**src/rtl/quadrature_debounce.sv**
```systemverilog
// Rotary encoder front end: synchronise, debounce, step/dir/err strobes.
// Optional saturating illegal-transition counter under QUAD_ERR_COUNT_EN.
module quadrature_debounce #(
  parameter int DEBOUNCE_CYCLES = 5000,
  parameter int CNT_W           = 13
) (
  input  logic       clk,
  input  logic       reset_n,
  input  logic       quadA,
  input  logic       quadB,
  output logic       quadA_clean,
  output logic       quadB_clean,
  output logic       step,
  output logic       dir,
  output logic       err,
  output logic [7:0] err_count
);

  typedef enum logic {
    S_FILL,
    S_RUN
  } state_t;

  localparam logic [CNT_W-1:0] LP_LAST =
    CNT_W'(DEBOUNCE_CYCLES - 1);

  logic             r_a_s1;
  logic             r_a_s2;
  logic             r_b_s1;
  logic             r_b_s2;

  state_t           r_state;
  state_t           w_state_nxt;
  logic             r_fill;
  logic             w_fill_nxt;

  logic [CNT_W-1:0] r_cnt_a;
  logic [CNT_W-1:0] r_cnt_b;
  logic [CNT_W-1:0] w_cnt_a_nxt;
  logic [CNT_W-1:0] w_cnt_b_nxt;

  logic             r_a_clean;
  logic             r_b_clean;
  logic             w_a_clean_nxt;
  logic             w_b_clean_nxt;

  logic             r_step;
  logic             r_dir;
  logic             r_err;
  logic             w_step_nxt;
  logic             w_dir_nxt;
  logic             w_err_nxt;

  logic             w_run;
  logic             w_load;
  logic             w_a_diff;
  logic             w_b_diff;
  logic             w_a_due;
  logic             w_b_due;

  always_ff @(posedge clk or negedge reset_n) begin
    if (!reset_n) begin
      r_a_s1 <= 1'b0;
      r_a_s2 <= 1'b0;
      r_b_s1 <= 1'b0;
      r_b_s2 <= 1'b0;
    end else begin
      r_a_s1 <= quadA;
      r_a_s2 <= r_a_s1;
      r_b_s1 <= quadB;
      r_b_s2 <= r_b_s1;
    end
  end

  always_ff @(posedge clk or negedge reset_n) begin
    if (!reset_n) begin
      r_state <= S_FILL;
      r_fill  <= 1'b0;
    end else begin
      r_state <= w_state_nxt;
      r_fill  <= w_fill_nxt;
    end
  end

  assign w_run    = (r_state == S_RUN);
  assign w_load   = (r_state == S_FILL) && r_fill;
  assign w_a_diff = r_a_s2 ^ r_a_clean;
  assign w_b_diff = r_b_s2 ^ r_b_clean;
  assign w_a_due  = w_run && w_a_diff
                 && (r_cnt_a == LP_LAST);
  assign w_b_due  = w_run && w_b_diff
                 && (r_cnt_b == LP_LAST);

  always_comb begin
    w_state_nxt = r_state;
    w_fill_nxt  = r_fill;
    unique case (r_state)
      S_FILL: begin
        w_fill_nxt = 1'b1;
        if (r_fill) begin
          w_state_nxt = S_RUN;
        end
      end
      S_RUN: begin
        w_state_nxt = S_RUN;
      end
      default: begin
        w_state_nxt = S_FILL;
      end
    endcase
  end

  always_comb begin
    w_cnt_a_nxt = '0;
    w_cnt_b_nxt = '0;
    if (w_run && w_a_diff && !w_a_due) begin
      w_cnt_a_nxt = r_cnt_a + CNT_W'(1);
    end
    if (w_run && w_b_diff && !w_b_due) begin
      w_cnt_b_nxt = r_cnt_b + CNT_W'(1);
    end
  end

  always_comb begin
    w_a_clean_nxt = r_a_clean;
    w_b_clean_nxt = r_b_clean;
    w_step_nxt    = 1'b0;
    w_dir_nxt     = 1'b0;
    w_err_nxt     = 1'b0;
    unique case (1'b1)
      w_load: begin
        // s1 is what s2 takes on this edge
        w_a_clean_nxt = r_a_s1;
        w_b_clean_nxt = r_b_s1;
      end
      (w_a_due && w_b_due): begin
        w_a_clean_nxt = r_a_s2;
        w_b_clean_nxt = r_b_s2;
        w_err_nxt     = 1'b1;
      end
      (w_a_due && !w_b_due): begin
        w_a_clean_nxt = r_a_s2;
        w_step_nxt    = 1'b1;
        w_dir_nxt     = r_a_s2 ^ r_b_clean;
      end
      (w_b_due && !w_a_due): begin
        w_b_clean_nxt = r_b_s2;
        w_step_nxt    = 1'b1;
        w_dir_nxt     = ~(r_b_s2 ^ r_a_clean);
      end
      default: begin
        w_step_nxt = 1'b0;
      end
    endcase
  end

  always_ff @(posedge clk or negedge reset_n) begin
    if (!reset_n) begin
      r_cnt_a   <= '0;
      r_cnt_b   <= '0;
      r_a_clean <= 1'b0;
      r_b_clean <= 1'b0;
      r_step    <= 1'b0;
      r_dir     <= 1'b0;
      r_err     <= 1'b0;
    end else begin
      r_cnt_a   <= w_cnt_a_nxt;
      r_cnt_b   <= w_cnt_b_nxt;
      r_a_clean <= w_a_clean_nxt;
      r_b_clean <= w_b_clean_nxt;
      r_step    <= w_step_nxt;
      r_dir     <= w_dir_nxt;
      r_err     <= w_err_nxt;
    end
  end

`ifdef QUAD_ERR_COUNT_EN
  logic [7:0] r_err_cnt;

  always_ff @(posedge clk or negedge reset_n) begin
    if (!reset_n) begin
      r_err_cnt <= 8'd0;
    end else if (w_err_nxt && (r_err_cnt != 8'hFF)) begin
      r_err_cnt <= r_err_cnt + 8'd1;
    end
  end

  assign err_count = r_err_cnt;
`else
  assign err_count = 8'd0;
`endif

  assign quadA_clean = r_a_clean;
  assign quadB_clean = r_b_clean;
  assign step        = r_step;
  assign dir         = r_dir;
  assign err         = r_err;

endmodule

```
**config.mk**
```make
export PLATFORM = sky130hd
export DESIGN_NAME = quadrature_debounce
export DESIGN_NICKNAME = d
export VERILOG_FILES = /design/src/rtl/quadrature_debounce.sv
export SDC_FILE = /design/constraint.sdc
export NUM_CORES = 1
export LEC_CHECK = 0
export ABC_AREA = 1
export CORE_MARGIN = 3
export CORE_UTILIZATION = 40
export DETAILED_ROUTE_END_ITERATION = 16
export SETUP_SLACK_MARGIN = 0.15
export SKIP_CTS_REPAIR_TIMING = 1
export SLEW_MARGIN = 20
export SYNTH_ARGS = -nofsm -noshare
export SYNTH_HDL_FRONTEND = slang
export SYNTH_SLANG_ARGS = --single-unit
export TNS_END_PERCENT = 10
```
**constraint.sdc**
```tcl
create_clock -name clk -period 4.03 [get_ports clk]
set_input_delay 0.403 -clock clk [delete_from_list [all_inputs] [get_ports clk]]
set_output_delay 0.403 -clock clk [all_outputs]
set_load 0.02 [all_outputs]
```
* Word level (Yosys, flattened, before mapping)
Index checks and enable logic that the tools add are counted.
Storage, ports and cells: register bits 37, input port bits 4, output and inout bits 13, logic and storage cells 49
Cells by class: add/subtract/negate cells 2, equal/unequal tests 2, multiplexer cells 9, bitwise gates (word level) 6, reduce and logical (&&, ||, !) cells 17
Operators with widths (number):
- adder 13 x 1 -> 13 bit, second input constant | 2
- equality test 13 bit, second input constant | 2
- 2-to-1 mux 13 bit | 2
- logical AND 1 bit | 10
- case mux 1 bit (2 select lines) | 4
- OR reduction 2 bit | 3
- nonzero test 2 bit | 2
- bitwise XOR 1 bit | 4
- 2-to-1 mux 1 bit | 3
- zero test 1 bit | 2
- NOT 1 bit | 2

* Logic depth before layout (Yosys ltp)
Gate-level depths: netlist of the first run.
word-level depth 7, gate-level depth with buffers 11, gate-level depth less buffers 11

* Worst setup path before layout of the first run
OpenSTA, ideal clock, no wires.
path type register to register, start register r_cnt_a[0], end register r_b_clean, in the netlist quadB_clean, setup time 0.128 ns, data arrival time 1.722 ns, data required time 3.902 ns, setup slack 2.180 ns, cell stages (with the launch flop) 12, buffers on the path 0, period minus slack after synthesis 1.850 ns, cells stage by stage dfrtp_1 -> ha_1 -> nand2_2 -> nor2_2 -> nand3_4 -> nor3_2 -> inv_1 -> ha_1 -> nor2_1 -> nand2_1 -> o21ai_0 -> o21ai_0
On the way: cells in the longest elaborated chain, start to end 6, elaborated cells between the ends (all ways) 8, those cells by class eq/ne: 1; mux: 1; reduce/logical: 6
Ends and longest elaborated chain:
- start: declaration | RTL line 37 | logic [CNT_W-1:0] r_cnt_a;
- start signal: assignment | RTL line 167 | r_cnt_a <= w_cnt_a_nxt;
- equality test 13 bit (*) | RTL line 90 | && (r_cnt_a == LP_LAST);
- logical AND 1 bit (*) | RTL line 90
- zero test 1 bit | RTL line 146 | (w_b_due && !w_a_due): begin
- logical AND 1 bit | RTL line 146
- OR reduction 2 bit (no line) (*)
- case mux 1 bit (2 select lines) or nonzero test 2 bit (tied branches)
- end signal: assignment | RTL line 170 | r_b_clean <= w_b_clean_nxt;
- end: declaration | RTL line 43 | logic r_b_clean;
Mark *: on every way between the ends. The rest lies on a longest branch, timed or not. A chain may end at the register's enable or synchronous reset.

* Final worst setup path of the first run
Same ends and word-level chain as after synthesis.

==> results of run 1 <==
==> layout make-up <==
class / instances / area [um2]
clock buffer: 5 / 68.8
clock inverter: 3 / 68.8
fill: 486 / 2610
inverter: 21 / 78.8
multi-input combinational: 186 / 1030
sequential: 37 / 926
tap: 67 / 83.8
timing repair buffer: 8 / 75.1
==> state kept, by name, summed over array words and instances (netlist names) <==
signal / cells
dir: 1
err: 1
quadA_clean: 1
quadB_clean: 1
r_a_s1: 1
r_a_s2: 1
r_b_s1: 1
r_b_s2: 1
r_cnt_a: 13
r_cnt_b: 13
r_fill: 1
r_state: 1
step: 1
==> where the power goes <==
part           internal, mW  leakage [nW]  switching (mW)
Clock                 0.249        0.0687           0.141
Sequential            0.384         0.487          0.0140
Combinational        0.0229         0.440          0.0468
Total                 0.656         0.995           0.202
==> synth_stat cells (all sizes together) <==
cell type  number
dfrtp          37
buf            12
nand3          14
a21oi           3
nand2          64
nor2           58
inv            21
conb            1
and2            2
o21ai           3
ha              5
nor3            4
xor2           10
a31oi           1
nand4           9
xnor2           5
==> layer usage <==
metal,wire [um],up-vias
li1,-,782
met1,1690,676
met2,1640,19
met3,121,7
met4,55,0
met5,0,-
==> worst max-delay path, delay by kind of cell (launching register included) <==
family	cells	cell delay, ns
AOI/OAI and AO/OA	2	0.15
adders and majority gates	2	0.45
buffers and inverters	1	0.07
DFF	1	0.44
and+or+nand+nor	6	0.79
==> per-stage QoR <==
| step | setup WS (ns) | cells | instance area, um2 | total power, mW | hold slack (ns) |
|---|---|---|---|---|---|
| 2_1_floorplan | 2.18 | 256 | 2150 | 0.467 | 0.107 |
| 3_3_place_gp | 2.08 | 319 | 2200 | 0.477 | 0.369 |
| 3_5_place_dp | 2.01 | 319 | 2200 | 0.477 | 0.374 |
| 4_1_cts | 2.01 | 327 | 2340 | 0.873 | 0.232 |
| 5_1_grt | 1.85 | 327 | 2340 | 0.900 | 0.253 |
| 6_report | 2.03 | 327 | 2340 | 0.858 | 0.207 |
==> worst paths after layout <==
check / from / cells past startpoint / to / slack, ns
min reg2reg: r_a_s1 / 0 / r_a_s2 / 0.39
max reg2reg: r_cnt_a[0] / 11 / quadB_clean / 2.03
min in group clk: r_a_s1 / 0 / r_a_s2 / 0.39
min: reset_n / 1 / r_a_s2 / 0.21
max in group asynchronous: reset_n / 1 / r_cnt_b[5] / 3.29
max: r_cnt_a[0] / 11 / quadB_clean / 2.03
==> cell families after synthesis <==
family	count (synthesis)	share of synthesized area (%)
DFF	37	43.5
AOI/OAI and AO/OA	7	1.71
other	1	0.176
and+or+nand+nor	151	36.4
xor gates and xnor gates	15	6.18
buffers and inverters	33	9.06
adders and majority gates	5	2.94
==> qor.csv, run 1 <==
metric;value;unit
largest net degree at the start of global routing;38;
Mapped Cells;249;
DP Wirelength;2540;um
antenna-violating nets left;0;
CP endpoint kind;register;
Die Ht;78.9;um
worst-path fanout max;6;
GRT overflow;0;
register bit count reported by yosys;37;
Cell variety after synth;28;
met3 Track Usage GR;4.08;%
critical path type;reg -> reg;
fmax;0.499;GHz
leading cell types in the layout, fill and taps excluded;nand2_1 (59), dfrtp_1 (37), nor2_1 (28), nor2_2 (23), inv_1 (21);
share of layout cells above drive strength 1;18.8;%
cts bufs inserted;5;
H-Tree Depth;2;
I/O Buffers;8;
via density per instance;4.54;
Root Buffer;clkbuf_8;
Antenna Cells;0;
drt pass-1 iters;4;
clock transition at the registers of the reported paths;0.08;ns
combined area of all synthesized cells;2130;um2
WL/cell;10.7;um
final core occ;47.3;%
largest cells by area after synthesis;dfrtp_1 (44%), nand2_1 (10%), nor2_2 (6.8%);
clock latency on the worst-skew pair;0.29;ns
delay of the slowest critical-path stage;0.44;ns
vias in the first global route;1458;
Tightest Pin Transition;0.835;ns
Leak Pwr;0.995;nW
Rel. slew slack;44.3;%
PwrDens;367;nW/um2
arrival time at the worst endpoint;2.18;ns
met1 Use GR;15.8;%
IO Count;17;
status;completed;
GP Congestion;0.806;
commonest non-fill, non-tap cell in the layout;nand2_1;
initial antenna violation count;0;
routed via count;1484;
CP Cell Sequence;ha_1, nand2_2, nor2_2, nand3_4, nor3_2, inv_1, ha_1, nor2_1, nand2_1, o21ai_0, o21ai_0;
first-pass GRT wire length;6550;um
cell row count;25;
sequential fraction of the synthesis area;43.5;%
clk sinks;37;
average size of a mapped cell;8.54;um2
Longest Clk Path Bufs;2;
Nets;268;
Total Wirelength;3500;um
Die Wd;78.9;um
die area;6230;um2
Area growth syn-to-layout;9.82;%
Peak VDD IR;0.000165;V
min Tclk post-route;2.00;ns
# DRC;0;
Starting DRT DRC Count;58;
Slew Limit Fails;0;
worst clock skew;0.0127;ns
startpoint types;register;
Min-Delay Path Class;in -> async;
total negative slack;0;ns
Max-cap violations;0;
core box area;4940;um2
Synth area leader;dfrtp_1;
Synth top area share;43.5;%
Initial Util;43.0;%
yosys warns;0;
GR Util met2;22.7;%
# setup viols final;0;
slowest stage cell on the critical path;dfrtp_1;
CTS tree;built;
total track usage;13.3;%
final worst path period share;49.7;%
busiest grt layer;met2;
Final Hold Fails;0;
Crit path required time;4.21;ns
RSZ-0062 raised after global routing;false;
(Power assumes the default switching activity.)
==> run 2: changes to the inputs <==
clock period = 1.8 ns   (was 4.03 ns; I/O delays follow)
==> run 2 against run 1 <==
  * Clock skew grew 0.0014 ns
  * Sequential share of layout area shrank 3.3 points
  * Non-clock buffer count grew 16
==> qor.csv, run 2 (same netlist as run 1, synthesis figures left out) <==
metric;value;unit;change
status;completed;;unchanged
worst hold endpoint;r_b_s1;;
largest net degree at the start of global routing;38;;unchanged
total track usage;13.8;%;was 13.3%
Crit path required time;1.99;ns;was 4.21 ns
worst clock skew;0.0140;ns;was 0.0127 ns
vias in the first global route;1500;;was 1458
RR Startpoint;r_cnt_a[1];;was r_cnt_a[0]
Final Hold Fails;0;;unchanged
IO Count;17;;unchanged
I/O Buffers;8;;unchanged
Worst R2R End;quadB_clean;;unchanged
commonest non-fill, non-tap cell in the layout;nand2_1;;unchanged
r2r worst-path depth;11;;unchanged
flop2flop setup slack;0.13;ns;was 2.03 ns
Die Ht;78.9;um;unchanged
GP Congestion;0.838;;was 0.806
non-filler cells, final;343;;was 327
antenna-violating nets left;0;;unchanged
final worst path period share;93.0;%;was 49.7%
share of layout cells above drive strength 1;26.4;%;was 18.8%
Die Wd;78.9;um;unchanged
routed via count;1589;;was 1484
cell row count;25;;unchanged
Min-Delay Path Class;in -> reg;;was in -> async
Slew Limit Fails;0;;unchanged
core box area;4940;um2;unchanged
fmax;0.597;GHz;was 0.499 GHz
startpoint types;register;;unchanged
clock transition at the registers of the reported paths;0.09;ns;was 0.08 ns
RSZ-0062 raised after global routing;true;;was false
initial antenna violation count;0;;unchanged
arrival time at the worst endpoint;1.86;ns;was 2.18 ns
via density per instance;4.63;;was 4.54
PwrDens;722;nW/um2;was 367 nW/um2
drt pass-1 iters;4;;unchanged
CP endpoint kind;register;;unchanged
worst hold start;quadB;;
placed insts;328;;was 319
# setup viols final;0;;unchanged
Starting DRT DRC Count;98;;was 58
# DRC;0;;unchanged
clock latency on the worst-skew pair;0.30;ns;was 0.29 ns
DP Wirelength;2690;um;was 2540 um
hold path depth;1;;
Area growth syn-to-layout;19.9;%;was 9.82%
first-pass GRT wire length;6800;um;was 6550 um
GRT overflow;0;;unchanged
total negative slack;0;ns;unchanged
leading cell types in the layout, fill and taps excluded;nand2_1 (59), dfrtp_1 (36), nor2_1 (26), nor2_2 (22), inv_1 (19);;was nand2_1 (59), dfrtp_1 (37), nor2_1 (28), nor2_2 (23), inv_1 (21)
Initial Util;43.0;%;unchanged
min Tclk post-route;1.67;ns;was 2.00 ns
clk sinks;37;;unchanged
Top Registers;r_cnt_a x13, r_cnt_b x13;;unchanged
Max-cap violations;0;;unchanged
die area;6230;um2;unchanged
WL/cell;11.0;um;was 10.7 um
CTS tree;built;;unchanged
Root Buffer;clkbuf_8;;unchanged
Peak VDD IR;0.000463;V;was 0.000165 V
Pwr Total;1.84;mW;was 858 uW
critical path type;reg -> reg;;unchanged
worst-path fanout max;3;;was 6
Antenna Cells;0;;unchanged
cts bufs inserted;5;;unchanged
H-Tree Depth;2;;unchanged
Leak Pwr;1.09;nW;was 0.995 nW
Total Wirelength;3790;um;was 3500 um
Longest Clk Path Bufs;2;;unchanged
Nets;284;;was 268
==> run 2: metrics by stage <==
stage               worst slack [ns]  util, %  hold slack, ns  instance area (um2)
floorplan                      0.124        -          -0.116                 2190
global placement              0.0985     46.9           0.160                 2320
detailed placement            0.0545     46.9           0.171                 2320
CTS                           0.0565     49.2          -0.154                 2430
global route                 0.00158     51.6           0.296                 2550
finish                         0.126     51.6           0.315                 2550
==> run 2: worst max path at each step <==
stage / start / slack, ns / end
floorplan: r_cnt_a[0] / 0.12 / quadB_clean
global placement: r_cnt_a[1] / 0.1 / quadB_clean
detailed placement: r_cnt_a[1] / 0.05 / quadB_clean
CTS: r_cnt_a[1] / 0.06 / quadB_clean
global route: r_cnt_b[10] / 0.002 / quadB_clean
finish: r_cnt_a[1] / 0.13 / quadB_clean
==> run 2: power breakdown <==
group	switching (mW)	leakage (nW)	internal, mW
logic	0.118	0.548	0.0783
registers	0.0363	0.485	0.861
clock network	0.333	0.0543	0.415
total	0.486	1.09	1.35
==> run 2: worst max-delay path, cell delays in order, from the launching register on <==
cell and delay, ns:
dfrtp_1 0.39, ha_4 0.17, nand2_4 0.07, nor2_4 0.10, nand3_4 0.11, nor3_4 0.18, inv_2 0.07, ha_4 0.17
nor2_4 0.11, nand2_1 0.06, o21ai_1 0.07, o21ai_1 0.07
==> run 2: final cells by class <==
type / instances / area [um2]
Tap cell: 67 / 83.8
Sequential cell: 37 / 927
Timing Repair Buffer: 24 / 210
Clock inverter: 3 / 46.3
Clock buffer: 5 / 68.8
Inverter: 21 / 78.8
Multi-Input combinational cell: 186 / 1130
Fill cell: 485 / 2390
==> run 2: metal layers <==
layer,vias up,part of all wire [%],GRT usage (%)
met4,0,1.1,3.95
met2,21,48,22.3
met3,5,3.1,4.54
li1,809,-,-
met5,-,0,0
met1,754,48,17.5
